## config.mk

```make
export PLATFORM = sky130hd
export DESIGN_NAME = relax_stage_flat
export DESIGN_NICKNAME = d
export VERILOG_FILES = /design/src/rtl/relax_stage_if.sv /design/src/rtl/relax_stage.sv /design/src/flat_wrapper.sv
export SDC_FILE = /design/constraint.sdc
export NUM_CORES = 1
export LEC_CHECK = 0
export BUFFER_PORTS_ARGS = -buffer_cell sky130_fd_sc_hd__buf_4
export CORE_MARGIN = 2
export CORE_UTILIZATION = 40
export CTS_CLUSTER_SIZE = 30
export DETAILED_ROUTE_END_ITERATION = 10
export PLACE_DENSITY = 0.6
export SLEW_MARGIN = 10
export SYNTH_ARGS = -nofsm -noshare
export SYNTH_HDL_FRONTEND = slang
export SYNTH_SLANG_ARGS = --single-unit
```

## constraint.sdc

```tcl
create_clock -name clk -period 2.7 [get_ports clk]
set_input_delay 0.135 -clock clk [delete_from_list [all_inputs] [get_ports clk]]
set_output_delay 0.135 -clock clk [all_outputs]
set_load 0.01 [all_outputs]
```

## src/rtl/relax_stage_if.sv

```systemverilog
// Handshake and data bundle between the edge-relaxation stage and its neighbours.
// The master modport is the upstream/controller side and the slave modport is the relax stage.
interface relax_stage_if #(
    parameter int WW = 7,
    parameter int AW = 5,
    parameter int EW = 4
);
    localparam int IN_W  = 1 + EW + 2 * AW + 2 * WW;
    localparam int OUT_W = 1 + 2 * AW + WW;

    logic             in_valid;
    logic [IN_W-1:0]  in_1;
    logic [IN_W-1:0]  in_2;
    logic [IN_W-1:0]  in_3;
    logic [IN_W-1:0]  in_4;
    logic             iter_end;
    logic             in_ready;
    logic             out_valid;
    logic [OUT_W-1:0] fwd_1;
    logic [OUT_W-1:0] fwd_2;
    logic [OUT_W-1:0] fwd_3;
    logic [OUT_W-1:0] fwd_4;
    logic             iter_done;
    logic             converged;
    logic [5:0]       iter_count;

    modport master (
        output in_valid, in_1, in_2, in_3, in_4, iter_end,
        input  in_ready, out_valid, fwd_1, fwd_2, fwd_3, fwd_4,
        input  iter_done, converged, iter_count
    );

    modport slave (
        input  in_valid, in_1, in_2, in_3, in_4, iter_end,
        output in_ready, out_valid, fwd_1, fwd_2, fwd_3, fwd_4,
        output iter_done, converged, iter_count
    );
endinterface

```

## src/rtl/relax_stage.sv

```systemverilog
// Four-lane Bellman-Ford edge relaxation: candidate distance per lane, same-destination
// conflict merge within a beat, and per-iteration convergence tracking.
module relax_stage #(
    parameter int WW = 7,
    parameter int AW = 5,
    parameter int EW = 4
) (
    input  logic         clk,
    input  logic         rst,
    relax_stage_if.slave io_bus
);
    localparam int IN_W  = 1 + EW + 2 * AW + 2 * WW;
    localparam int OUT_W = 1 + 2 * AW + WW;
    localparam logic [WW-1:0] INF = {WW{1'b1}};

    typedef enum logic [1:0] {
        ST_RUN   = 2'd0,
        ST_DRAIN = 2'd1,
        ST_DONE  = 2'd2
    } state_t;

    logic [3:0][IN_W-1:0]  w_in;
    logic [3:0]            w_up;
    logic [3:0][EW-1:0]    w_wij;
    logic [3:0][AW-1:0]    w_i;
    logic [3:0][AW-1:0]    w_j;
    logic [3:0][WW-1:0]    w_wi;
    logic [3:0][WW-1:0]    w_wj;
    logic [3:0][WW:0]      w_sum;
    logic [3:0][WW-1:0]    w_cand;
    logic [3:0]            w_hit;
    logic                  w_accept;

    logic                  r_s1_valid;
    logic [3:0][AW-1:0]    r_s1_i;
    logic [3:0][AW-1:0]    r_s1_j;
    logic [3:0][WW-1:0]    r_s1_wj;
    logic [3:0][WW-1:0]    r_s1_cand;
    logic [3:0]            r_s1_hit;

    logic [3:0]            w_drop;
    logic [3:0]            w_win;

    logic                  r_out_valid;
    logic [3:0][OUT_W-1:0] r_fwd;
    logic                  w_any_up;

    state_t                r_state;
    logic                  r_in_ready;
    logic                  r_iter_done;
    logic                  r_converged;
    logic [5:0]            r_iter_count;
    logic                  r_changed;

    assign w_in     = {io_bus.in_4, io_bus.in_3, io_bus.in_2, io_bus.in_1};
    assign w_accept = io_bus.in_valid & r_in_ready;

    // Lane field split and candidate distance; infinity on either operand or overflow stays infinity.
    always_comb begin
        w_up   = '0;
        w_wij  = '0;
        w_i    = '0;
        w_j    = '0;
        w_wi   = '0;
        w_wj   = '0;
        w_sum  = '0;
        w_cand = '0;
        w_hit  = '0;
        for (int k = 0; k < 4; k++) begin
            w_up[k]  = w_in[k][IN_W-1];
            w_wij[k] = w_in[k][2*WW+2*AW +: EW];
            w_i[k]   = w_in[k][2*WW+AW +: AW];
            w_j[k]   = w_in[k][2*WW +: AW];
            w_wi[k]  = w_in[k][WW +: WW];
            w_wj[k]  = w_in[k][0 +: WW];
            w_sum[k] = {1'b0, w_wi[k]} + {{(WW + 1 - EW){1'b0}}, w_wij[k]};
            if ((w_wi[k] == INF) || (w_sum[k] >= {1'b0, INF})) begin
                w_cand[k] = INF;
            end else begin
                w_cand[k] = w_sum[k][WW-1:0];
            end
            w_hit[k] = w_up[k] & (w_cand[k] < w_wj[k]);
        end
    end

    // Stage 1 register; beats offered while not ready leave no trace.
    always_ff @(posedge clk) begin
        if (rst) begin
            r_s1_valid <= 1'b0;
            r_s1_i     <= '0;
            r_s1_j     <= '0;
            r_s1_wj    <= '0;
            r_s1_cand  <= '0;
            r_s1_hit   <= '0;
        end else begin
            r_s1_valid <= w_accept;
            if (w_accept) begin
                r_s1_i    <= w_i;
                r_s1_j    <= w_j;
                r_s1_wj   <= w_wj;
                r_s1_cand <= w_cand;
                r_s1_hit  <= w_hit;
            end else begin
                r_s1_hit  <= '0;
            end
        end
    end

    // Pairwise conflict resolution: the lower candidate survives, ties go to the lower lane.
    always_comb begin
        w_drop = '0;
        for (int a = 0; a < 3; a++) begin
            for (int b = a + 1; b < 4; b++) begin
                w_drop[b] = w_drop[b] | (r_s1_hit[a] & r_s1_hit[b] & (r_s1_j[a] == r_s1_j[b])
                                         & (r_s1_cand[a] <= r_s1_cand[b]));
                w_drop[a] = w_drop[a] | (r_s1_hit[a] & r_s1_hit[b] & (r_s1_j[a] == r_s1_j[b])
                                         & (r_s1_cand[a] > r_s1_cand[b]));
            end
        end
        w_win = r_s1_hit & ~w_drop;
    end

    // Stage 2 register; idle cycles clear only the up bits so other fields keep their last value.
    always_ff @(posedge clk) begin
        if (rst) begin
            r_out_valid <= 1'b0;
            r_fwd       <= '0;
        end else begin
            r_out_valid <= r_s1_valid;
            for (int k = 0; k < 4; k++) begin
                if (r_s1_valid) begin
                    if (w_win[k]) begin
                        r_fwd[k] <= {1'b1, r_s1_i[k], r_s1_j[k], r_s1_cand[k]};
                    end else begin
                        r_fwd[k] <= {1'b0, r_s1_i[k], r_s1_j[k], r_s1_wj[k]};
                    end
                end else begin
                    r_fwd[k][OUT_W-1] <= 1'b0;
                end
            end
        end
    end

    // Any relaxed lane on a presented beat marks the iteration as changed.
    always_comb begin
        w_any_up = 1'b0;
        for (int k = 0; k < 4; k++) begin
            w_any_up = w_any_up | r_fwd[k][OUT_W-1];
        end
        w_any_up = w_any_up & r_out_valid;
    end

    // Iteration FSM with convergence bookkeeping; DONE is entered only once the pipeline is empty.
    always_ff @(posedge clk) begin
        if (rst) begin
            r_state      <= ST_RUN;
            r_in_ready   <= 1'b1;
            r_iter_done  <= 1'b0;
            r_converged  <= 1'b0;
            r_iter_count <= 6'd0;
            r_changed    <= 1'b0;
        end else begin
            r_iter_done <= 1'b0;
            if (w_any_up) begin
                r_changed <= 1'b1;
            end
            case (r_state)
                ST_RUN: begin
                    if (io_bus.iter_end) begin
                        r_state    <= ST_DRAIN;
                        r_in_ready <= 1'b0;
                    end
                end
                ST_DRAIN: begin
                    if (!r_s1_valid && !r_out_valid) begin
                        r_state     <= ST_DONE;
                        r_iter_done <= 1'b1;
                        r_converged <= ~r_changed;
                        r_changed   <= 1'b0;
                        if (r_iter_count != 6'd63) begin
                            r_iter_count <= r_iter_count + 6'd1;
                        end
                    end
                end
                ST_DONE: begin
                    r_state    <= ST_RUN;
                    r_in_ready <= 1'b1;
                end
                default: begin
                    r_state    <= ST_RUN;
                    r_in_ready <= 1'b1;
                end
            endcase
        end
    end

    assign io_bus.in_ready   = r_in_ready;
    assign io_bus.out_valid  = r_out_valid;
    assign io_bus.fwd_1      = r_fwd[0];
    assign io_bus.fwd_2      = r_fwd[1];
    assign io_bus.fwd_3      = r_fwd[2];
    assign io_bus.fwd_4      = r_fwd[3];
    assign io_bus.iter_done  = r_iter_done;
    assign io_bus.converged  = r_converged;
    assign io_bus.iter_count = r_iter_count;
endmodule

```

## src/flat_wrapper.sv

```systemverilog
// flat-port wrapper written by rule: the top's interface ports become plain ports
module relax_stage_flat 
#(
    parameter int WW = 7,
    parameter int AW = 5,
    parameter int EW = 4
)
  (clk, rst, io_bus_in_valid, io_bus_in_1, io_bus_in_2, io_bus_in_3, io_bus_in_4, io_bus_iter_end, io_bus_in_ready, io_bus_out_valid, io_bus_fwd_1, io_bus_fwd_2, io_bus_fwd_3, io_bus_fwd_4, io_bus_iter_done, io_bus_converged, io_bus_iter_count);
  relax_stage_if #(.WW(WW), .AW(AW), .EW(EW)) io_bus_i ();
  input  logic clk;
  input  logic rst;
  input wire logic [$bits(io_bus_i.in_valid)-1:0] io_bus_in_valid;
  input wire logic [$bits(io_bus_i.in_1)-1:0] io_bus_in_1;
  input wire logic [$bits(io_bus_i.in_2)-1:0] io_bus_in_2;
  input wire logic [$bits(io_bus_i.in_3)-1:0] io_bus_in_3;
  input wire logic [$bits(io_bus_i.in_4)-1:0] io_bus_in_4;
  input wire logic [$bits(io_bus_i.iter_end)-1:0] io_bus_iter_end;
  output wire logic [$bits(io_bus_i.in_ready)-1:0] io_bus_in_ready;
  output wire logic [$bits(io_bus_i.out_valid)-1:0] io_bus_out_valid;
  output wire logic [$bits(io_bus_i.fwd_1)-1:0] io_bus_fwd_1;
  output wire logic [$bits(io_bus_i.fwd_2)-1:0] io_bus_fwd_2;
  output wire logic [$bits(io_bus_i.fwd_3)-1:0] io_bus_fwd_3;
  output wire logic [$bits(io_bus_i.fwd_4)-1:0] io_bus_fwd_4;
  output wire logic [$bits(io_bus_i.iter_done)-1:0] io_bus_iter_done;
  output wire logic [$bits(io_bus_i.converged)-1:0] io_bus_converged;
  output wire logic [$bits(io_bus_i.iter_count)-1:0] io_bus_iter_count;
  assign io_bus_i.in_valid = io_bus_in_valid;
  assign io_bus_i.in_1 = io_bus_in_1;
  assign io_bus_i.in_2 = io_bus_in_2;
  assign io_bus_i.in_3 = io_bus_in_3;
  assign io_bus_i.in_4 = io_bus_in_4;
  assign io_bus_i.iter_end = io_bus_iter_end;
  assign io_bus_in_ready = io_bus_i.in_ready;
  assign io_bus_out_valid = io_bus_i.out_valid;
  assign io_bus_fwd_1 = io_bus_i.fwd_1;
  assign io_bus_fwd_2 = io_bus_i.fwd_2;
  assign io_bus_fwd_3 = io_bus_i.fwd_3;
  assign io_bus_fwd_4 = io_bus_i.fwd_4;
  assign io_bus_iter_done = io_bus_i.iter_done;
  assign io_bus_converged = io_bus_i.converged;
  assign io_bus_iter_count = io_bus_i.iter_count;
  relax_stage #(.WW(WW), .AW(AW), .EW(EW)) u_core (.clk(clk), .rst(rst), .io_bus(io_bus_i));
endmodule
```

======== Word-level counts from Yosys, hierarchy flattened ========
Index checks and enable logic that the tools add are counted.
storage, ports and cells
  input port bits ......................... 120
  output and inout bits ................... 82
  logic and storage cells ................. 151
  flip-flop bits (word level) ............. 186
cells by class
  bitwise gates (word level) .............. 47
  order comparisons ....................... 20
  muxes and demuxes ....................... 17
  reductions and logical operators ........ 15
  eq/ne operators ......................... 14
  add/subtract/negate cells ............... 5
operator list
  kind                                                 count
  two-way mux 18 bit                                   4
  greater-than comparator 7 bit                        6
  less-or-equal comparator 7 bit                       6
  adder 7 x 4 -> 8 bit                                 4
  >= comparator 8 x 7 -> 1 bit, second input constant  4
  bitwise AND 1 bit                                    30
  == test 5 bit                                        6
  == test 7 bit, second input constant                 4
  < comparator 7 bit                                   4
  two-way mux 7 bit                                    4
  bitwise OR 1 bit                                     11
  adder 6 x 1 -> 6 bit, second input constant          1
  != test 6 bit, second input constant                 1
  AND reduction 2 bit                                  3
  OR reduction 2 bit                                   3
  two-way mux 1 bit                                    5
  bitwise AND 4 bit                                    1
  logical OR 1 bit                                     4
  two-way mux 2 bit                                    2
  inverter 1 bit                                       4
  inverter 4 bit                                       1
  one-hot mux 2 bit (2 select lines)                   1
  AND reduction 3 bit                                  1
  == test 2 x 1 -> 1 bit, second input constant        1
  other kinds (6)                                      7

======== Longest topological paths before layout ========
  depth after elaboration ................. 8
  depth in mapped cells ................... 14
  depth with buffers taken out ............ 14

======== Worst setup path after synthesis ========
OpenSTA, ideal clock, no wires.
  kind .................................... input port to flip-flop
  start ................................... in io_bus_in_1[8]
  end ..................................... reg u_core.r_s1_hit[0]
  slack ................................... 0.056 ns
  stages .................................. 12
  path buffers ............................ 0
  data required time ...................... 2.630 ns
  arrival ................................. 2.574 ns
  setup time .............................. 0.070 ns
  path through ............................ ha_1 > a21o_1 > a21oi_1 > o21ai_1 > o2111ai_1 > nand2_1 > ha_1 > a21o_1 > a2111oi_0 > o21ai_1 > nor4b_1 > o2bb2ai_1
RTL lines
  item                  RTL line            text
  start, declared       flat_wrapper.sv:13  input wire logic [$bits(io_bus_i.in_1)-1:0] io_bus_in_1;
  end signal, assigned  relax_stage.sv:102  r_s1_hit <= w_hit;
  end, declared         relax_stage.sv:39   logic [3:0] r_s1_hit;

======== Worst setup path after layout ========
  start ................................... reg u_core.r_s1_cand[7] in the netlist's numbering
  end ..................................... reg u_core.r_fwd (netlist bit u_core.io_bus.fwd_2[0])
between the ends
  cells in the longest elaborated chain, start to end .. 7
  elaborated cells between the ends (all ways) .. 11
  those cells by class .................... order compare: 3; mux: 1; bitwise: 7
ends and longest elaborated chain
  item                                                                                    RTL line                                text
  start, declared                                                                         relax_stage.sv:38                       logic [3:0][WW-1:0] r_s1_cand;
  start signal, assigned                                                                  relax_stage.sv:101                      r_s1_cand <= w_cand;
  less-or-equal comparator 7 bit / greater-than comparator 7 bit (equally long branches)  relax_stage.sv:115, relax_stage.sv:117
  bitwise AND 1 bit (on tied branches)                                                    relax_stage.sv:115, relax_stage.sv:117
  bitwise OR 1 bit (2 in series)                                                          relax_stage.sv:116                      w_drop[a] = w_drop[a] | (r_s1_hit[a] & r_s1_hit[b] & (r_s1_j[a] == r_s1_j[b])
  inverter 4 bit                                                                          relax_stage.sv:120                      w_win = r_s1_hit & ~w_drop;
  bitwise AND 4 bit                                                                       relax_stage.sv:120
  two-way mux 18 bit *                                                                    relax_stage.sv:132                      if (w_win[k]) begin
  end signal, assigned by index                                                           relax_stage.sv:133                      r_fwd[k] <= {1'b1, r_s1_i[k], r_s1_j[k], r_s1_cand[k]};
  end signal, assigned by index                                                           relax_stage.sv:135                      r_fwd[k] <= {1'b0, r_s1_i[k], r_s1_j[k], r_s1_wj[k]};
  end, declared                                                                           relax_stage.sv:45                       logic [3:0][OUT_W-1:0] r_fwd;
Every way passes the cells marked *; elsewhere a longest branch is shown, timed or not.
A chain may end at the register's enable or synchronous reset.

==> summary.md <==
Relative to the synthesized area, the layout overhead comes to 32.0%. The number of distinct library cells after synthesis came out at 62. The number of max-slew violations in the final report is 0, and the post-detailed-route count of antenna-violating nets is 0.

Along the worst hold path, the cell count comes to 3. On the final layout, the worst clock skew is 11.6 ps. The number of input and output port buffers inserted is 201. The run gives 0.435 as the sequential share of power. The floorplan has 57 rows. The final layout contains routed wiring with a total length of 28200 um.

In this run the critical register-to-register path is launched from u_core.r_s1_cand[7]. The floorplan core area was 24500 um^2; the post-detailed-route via-to-cell ratio was 5.17. The power share of the combinational group came out at 0.226.

For the number of endpoints failing setup at the final stage, the log shows 0. Measured in cells, the most critical reg-to-reg path has a length of 9. The number of endpoints with negative hold slack in the final report was 0.

The fraction of power consumed by the clock network came out at 0.339. The tools report the reg-to-reg setup timing slack as 190 ps. The later pin in the worst-skew pair is clocked with a latency of 440 ps.

Across the run, the number of max-cap violations was 0. The highest achievable clock rate was 399 MHz. In the layout the commonest cells are sky130_fd_sc_hd__buf_4, sky130_fd_sc_hd__dfxtp_1, sky130_fd_sc_hd__nand2_1. The biggest fanout along the worst timing path came out at 15. Including well taps, the total number of placed cells is 1686.

The number of optimization iterations in the first detailed-route pass was 5; the count of inserted antenna diode cells was 0. The actual transition at the worst max-transition pin is 820 ps. Yosys mapped a number of flops with a built-in enable equal to 0. The cell sitting at the root of the clock tree is a sky130_fd_sc_hd__clkbuf_16. For this design the top-level I/O count stands at 202. CTS built an H-tree with a depth of 4.

In the synthesized netlist the dominant register cell turns out to be sky130_fd_sc_hd__dfxtp_1. The required time at the endpoint of the critical path is 3030 ps. The clock period could shrink to 2510 ps.

Entering global routing, the biggest net connects 178 pins. The tree built by TritonCTS fans out to 186 sinks. The synthesis warning total was 0; the utilization after layout was 0.540. Worst hold-check path type: input port to register. The logs give 20.6 ps for the worst hold slack across all endpoints and 12000 um^2 for the area of placed instances. Routability-driven placement finished with a final weighted congestion of 0.859. A synthesized cell averages 8.37 um^2. The kind of critical path was register to register. The number of synthesized register bits works out to 186. The number of antenna violations at the first check in global routing came out at 0.

Setup repair after global routing left no endpoint under its margin. STA classifies the critical path startpoint as a register. Once routing completed, OpenROAD measured the worst setup slack at 192 ps.

The remaining max-slew budget at the tightest pin was 0.453. The worst setup path is captured at a register. The finished cells cover 13200 um^2.

TritonCTS built the clock tree. The detailed router finished its first iteration with 535 violations. The tools report the arrival time of the worst setup path as 2840 ps.

Power spread over the standard cell area amounts to 534 nW/um^2. The share of cells above drive strength 1 works out to 0.202. The startpoint identified for the worst hold timing path is io_bus_iter_end. The floorplan step defined a die boundary enclosing 26300 um^2. The clock buffer count from CTS was 17. Peak supply drop: 0.380 mV. The run finished with clean final reports. The summed instance area of the synthesized netlist was 10000 um^2; the total setup buffers inserted after CTS was 0.

The logs give 0.372 for the part of the Yosys area used for sequential elements and 44800 um for the wire length of the first global-routing pass. The switching power share of the total was 0.308; the number of global-route vias before repair was 8766. The fraction of synthesis flops using an asynchronous set or reset pin is 0. The final route contains 9224 vias. The clock passes through at most 2 buffers.

In this run the power spent charging and discharging nets is 0.00218 W. The CTS clock-pin slew for the worst setup and hold paths is 70 ps. The HPWL reported at the end of detailed placement is 20200 um, and the sum of overflow across all layers after global routing is 0. At the placement stage, the worst setup path has a slack of -163 ps. The share of the clock period used by the worst path came out at 0.929. The chip height works out to 162 um.

The tools report the number of nets in the final layout as 1656. The worst hold path terminates at u_core.r_state[0]. The synthesized netlist net count is 1403, and the overall fraction of global-route tracks in use is 0.213. For this run, the number of standard cells in the final layout without fillers is 1785. The average wire per standard cell was 15.8 um; the remaining routing DRC violations was 0.

The endpoint of the worst register-to-register path is u_core.io_bus.fwd_2[0]. The initial core utilization came out at 0.409. The most common cell after layout, fill and taps aside was sky130_fd_sc_hd__buf_4.

The die boundary width is 162 um, and the internal power contribution is 0.00488 W. The number of cells produced by synthesis is 1196, and the cell leakage power is 5.70 nW.
==> power groups by stage <==
stage	logic, W	clock network [W]	registers [W]
final	0.00159	0.00240	0.00307
after global routing	0.00179	0.00255	0.00309
after CTS	0.00160	0.00245	0.00307
after detailed placement	0.00151	0	0.00313
after global placement	0.00149	0	0.00313
after floorplan	0.000992	0	0.00306
==> worst max path at each step <==
stage / startpoint / to / cells past startpoint
after global routing: io_bus_in_1[7] / u_core.r_s1_hit[0] / 15
after global placement: io_bus_in_3[7] / u_core.r_s1_hit[2] / 13
final: u_core.r_s1_cand[7] / u_core.io_bus.fwd_2[0] / 9
after detailed placement: io_bus_in_1[8] / u_core.r_s1_hit[0] / 13
after floorplan: io_bus_in_1[8] / u_core.r_s1_hit[0] / 12
after CTS: u_core.r_s1_cand[19] / u_core.io_bus.fwd_2[0] / 9
==> critical path, cell delays in order, from the launching register on <==
cell and delay [ps]:
sky130_fd_sc_hd__dfxtp_1 410, sky130_fd_sc_hd__inv_1 160, sky130_fd_sc_hd__ha_1 220, sky130_fd_sc_hd__nand3b_1 150, sky130_fd_sc_hd__a21o_1 160, sky130_fd_sc_hd__a31oi_1 420
sky130_fd_sc_hd__a22oi_2 180, sky130_fd_sc_hd__buf_4 220, sky130_fd_sc_hd__a31o_1 210, sky130_fd_sc_hd__a311oi_1 270
==> area by class of cell <==
| type | count | area [um^2] |
|---|---|---|
| fillers | 2340 | 11200 |
| inverters | 79 | 297 |
| well taps | 324 | 405 |
| clock inverters | 14 | 131 |
| clock buffers | 17 | 425 |
| multi-input cells | 852 | 5680 |
| repair buffers | 313 | 2540 |
| flip-flops and latches | 186 | 3730 |
==> cells by family after synthesis <==
group	synth area share
compound gates	0.189
xor+xnor	0.0446
fa+ha+maj	0.112
buf+inv	0.0626
flops	0.372
mux	0.0410
simple gates	0.179
==> sequential cells by signal, indices dropped and copies added (netlist names) <==
name and cells:
u_core.r_changed 1, u_core.io_bus.out_valid 1, u_core.r_s1_i 20, u_core.io_bus.fwd_2 18, u_core.r_s1_cand 28, u_core.io_bus.converged 1
u_core.r_s1_wj 28, u_core.r_s1_hit 4, u_core.r_s1_valid 1, u_core.io_bus.in_ready 1, u_core.r_s1_j 20, u_core.io_bus.fwd_1 18
u_core.io_bus.fwd_3 18, u_core.io_bus.fwd_4 18, u_core.io_bus.iter_count 6, u_core.io_bus.iter_done 1, u_core.r_state 2
==> routing by layer <==
metal / track usage / part of all wire
met5: 0 / 0
met4: 0.0587 / 0.021
met3: 0.0360 / 0.044
met2: 0.352 / 0.46
met1: 0.287 / 0.47
==> Yosys cell counts, types with 2 or more instances <==
| library cell | count | area (um^2) |
|---|---|---|
| sky130_fd_sc_hd__nand2b_1 | 17 | 106 |
| sky130_fd_sc_hd__nand4_1 | 25 | 156 |
| sky130_fd_sc_hd__o211ai_1 | 5 | 37.5 |
| sky130_fd_sc_hd__a21oi_2 | 4 | 35.0 |
| sky130_fd_sc_hd__o2111ai_1 | 6 | 52.6 |
| sky130_fd_sc_hd__xnor2_1 | 34 | 298 |
| sky130_fd_sc_hd__buf_2 | 21 | 105 |
| sky130_fd_sc_hd__nor3_1 | 8 | 40.0 |
| sky130_fd_sc_hd__clkbuf_1 | 52 | 195 |
| sky130_fd_sc_hd__o2bb2ai_1 | 2 | 17.5 |
| sky130_fd_sc_hd__inv_1 | 79 | 297 |
| sky130_fd_sc_hd__mux2i_1 | 41 | 410 |
| sky130_fd_sc_hd__dfxtp_1 | 186 | 3720 |
| sky130_fd_sc_hd__a211oi_2 | 5 | 62.6 |
| sky130_fd_sc_hd__a21o_1 | 11 | 82.6 |
| sky130_fd_sc_hd__nand3b_1 | 4 | 30.0 |
| sky130_fd_sc_hd__ha_1 | 83 | 1040 |
| sky130_fd_sc_hd__nor4b_1 | 5 | 43.8 |
| sky130_fd_sc_hd__buf_1 | 5 | 18.8 |
| sky130_fd_sc_hd__a2111oi_0 | 8 | 70.1 |
| sky130_fd_sc_hd__o21ai_0 | 22 | 110 |
| sky130_fd_sc_hd__or4b_1 | 3 | 30.0 |
| sky130_fd_sc_hd__and3_1 | 5 | 31.3 |
| sky130_fd_sc_hd__a211o_1 | 4 | 35.0 |
| sky130_fd_sc_hd__o21a_1 | 2 | 15.0 |
| sky130_fd_sc_hd__nand3_1 | 23 | 115 |
| sky130_fd_sc_hd__o21bai_1 | 20 | 150 |
| sky130_fd_sc_hd__a21oi_1 | 106 | 531 |
| sky130_fd_sc_hd__a31o_1 | 7 | 61.3 |
| sky130_fd_sc_hd__or3_1 | 3 | 18.8 |
| sky130_fd_sc_hd__and4b_1 | 2 | 20.0 |
| sky130_fd_sc_hd__nor2_1 | 100 | 375 |
| sky130_fd_sc_hd__nand2_1 | 176 | 661 |
| sky130_fd_sc_hd__nor2b_1 | 14 | 87.6 |
| sky130_fd_sc_hd__o22ai_1 | 3 | 18.8 |
| sky130_fd_sc_hd__and2_1 | 3 | 18.8 |
| sky130_fd_sc_hd__o21ai_1 | 7 | 35.0 |
| sky130_fd_sc_hd__a221oi_1 | 2 | 17.5 |
| sky130_fd_sc_hd__a311oi_1 | 36 | 315 |
| sky130_fd_sc_hd__xor2_1 | 17 | 149 |
| sky130_fd_sc_hd__a32oi_1 | 2 | 17.5 |
| sky130_fd_sc_hd__fa_1 | 4 | 80.1 |
| sky130_fd_sc_hd__nor4_1 | 3 | 18.8 |
| sky130_fd_sc_hd__a211oi_1 | 13 | 97.6 |
==> what timing repair did <==
| item | CTS | global route |
|---|---|---|
| setup endpoints to repair | 0 | 1 |
| endpoints found under the hold margin | 68 | 0 |
| resized for setup | 0 | 4 |
| hold buffers | 68 | 0 |
==> stage by stage <==
stage	power (W)	TNS (ps)
global route	0.00743	0
detailed placement	0.00465	-339
global placement	0.00462	-172
CTS	0.00712	0
finish	0.00706	0
floorplan	0.00406	0
Note: power is estimated with default switching activity, not from simulation.
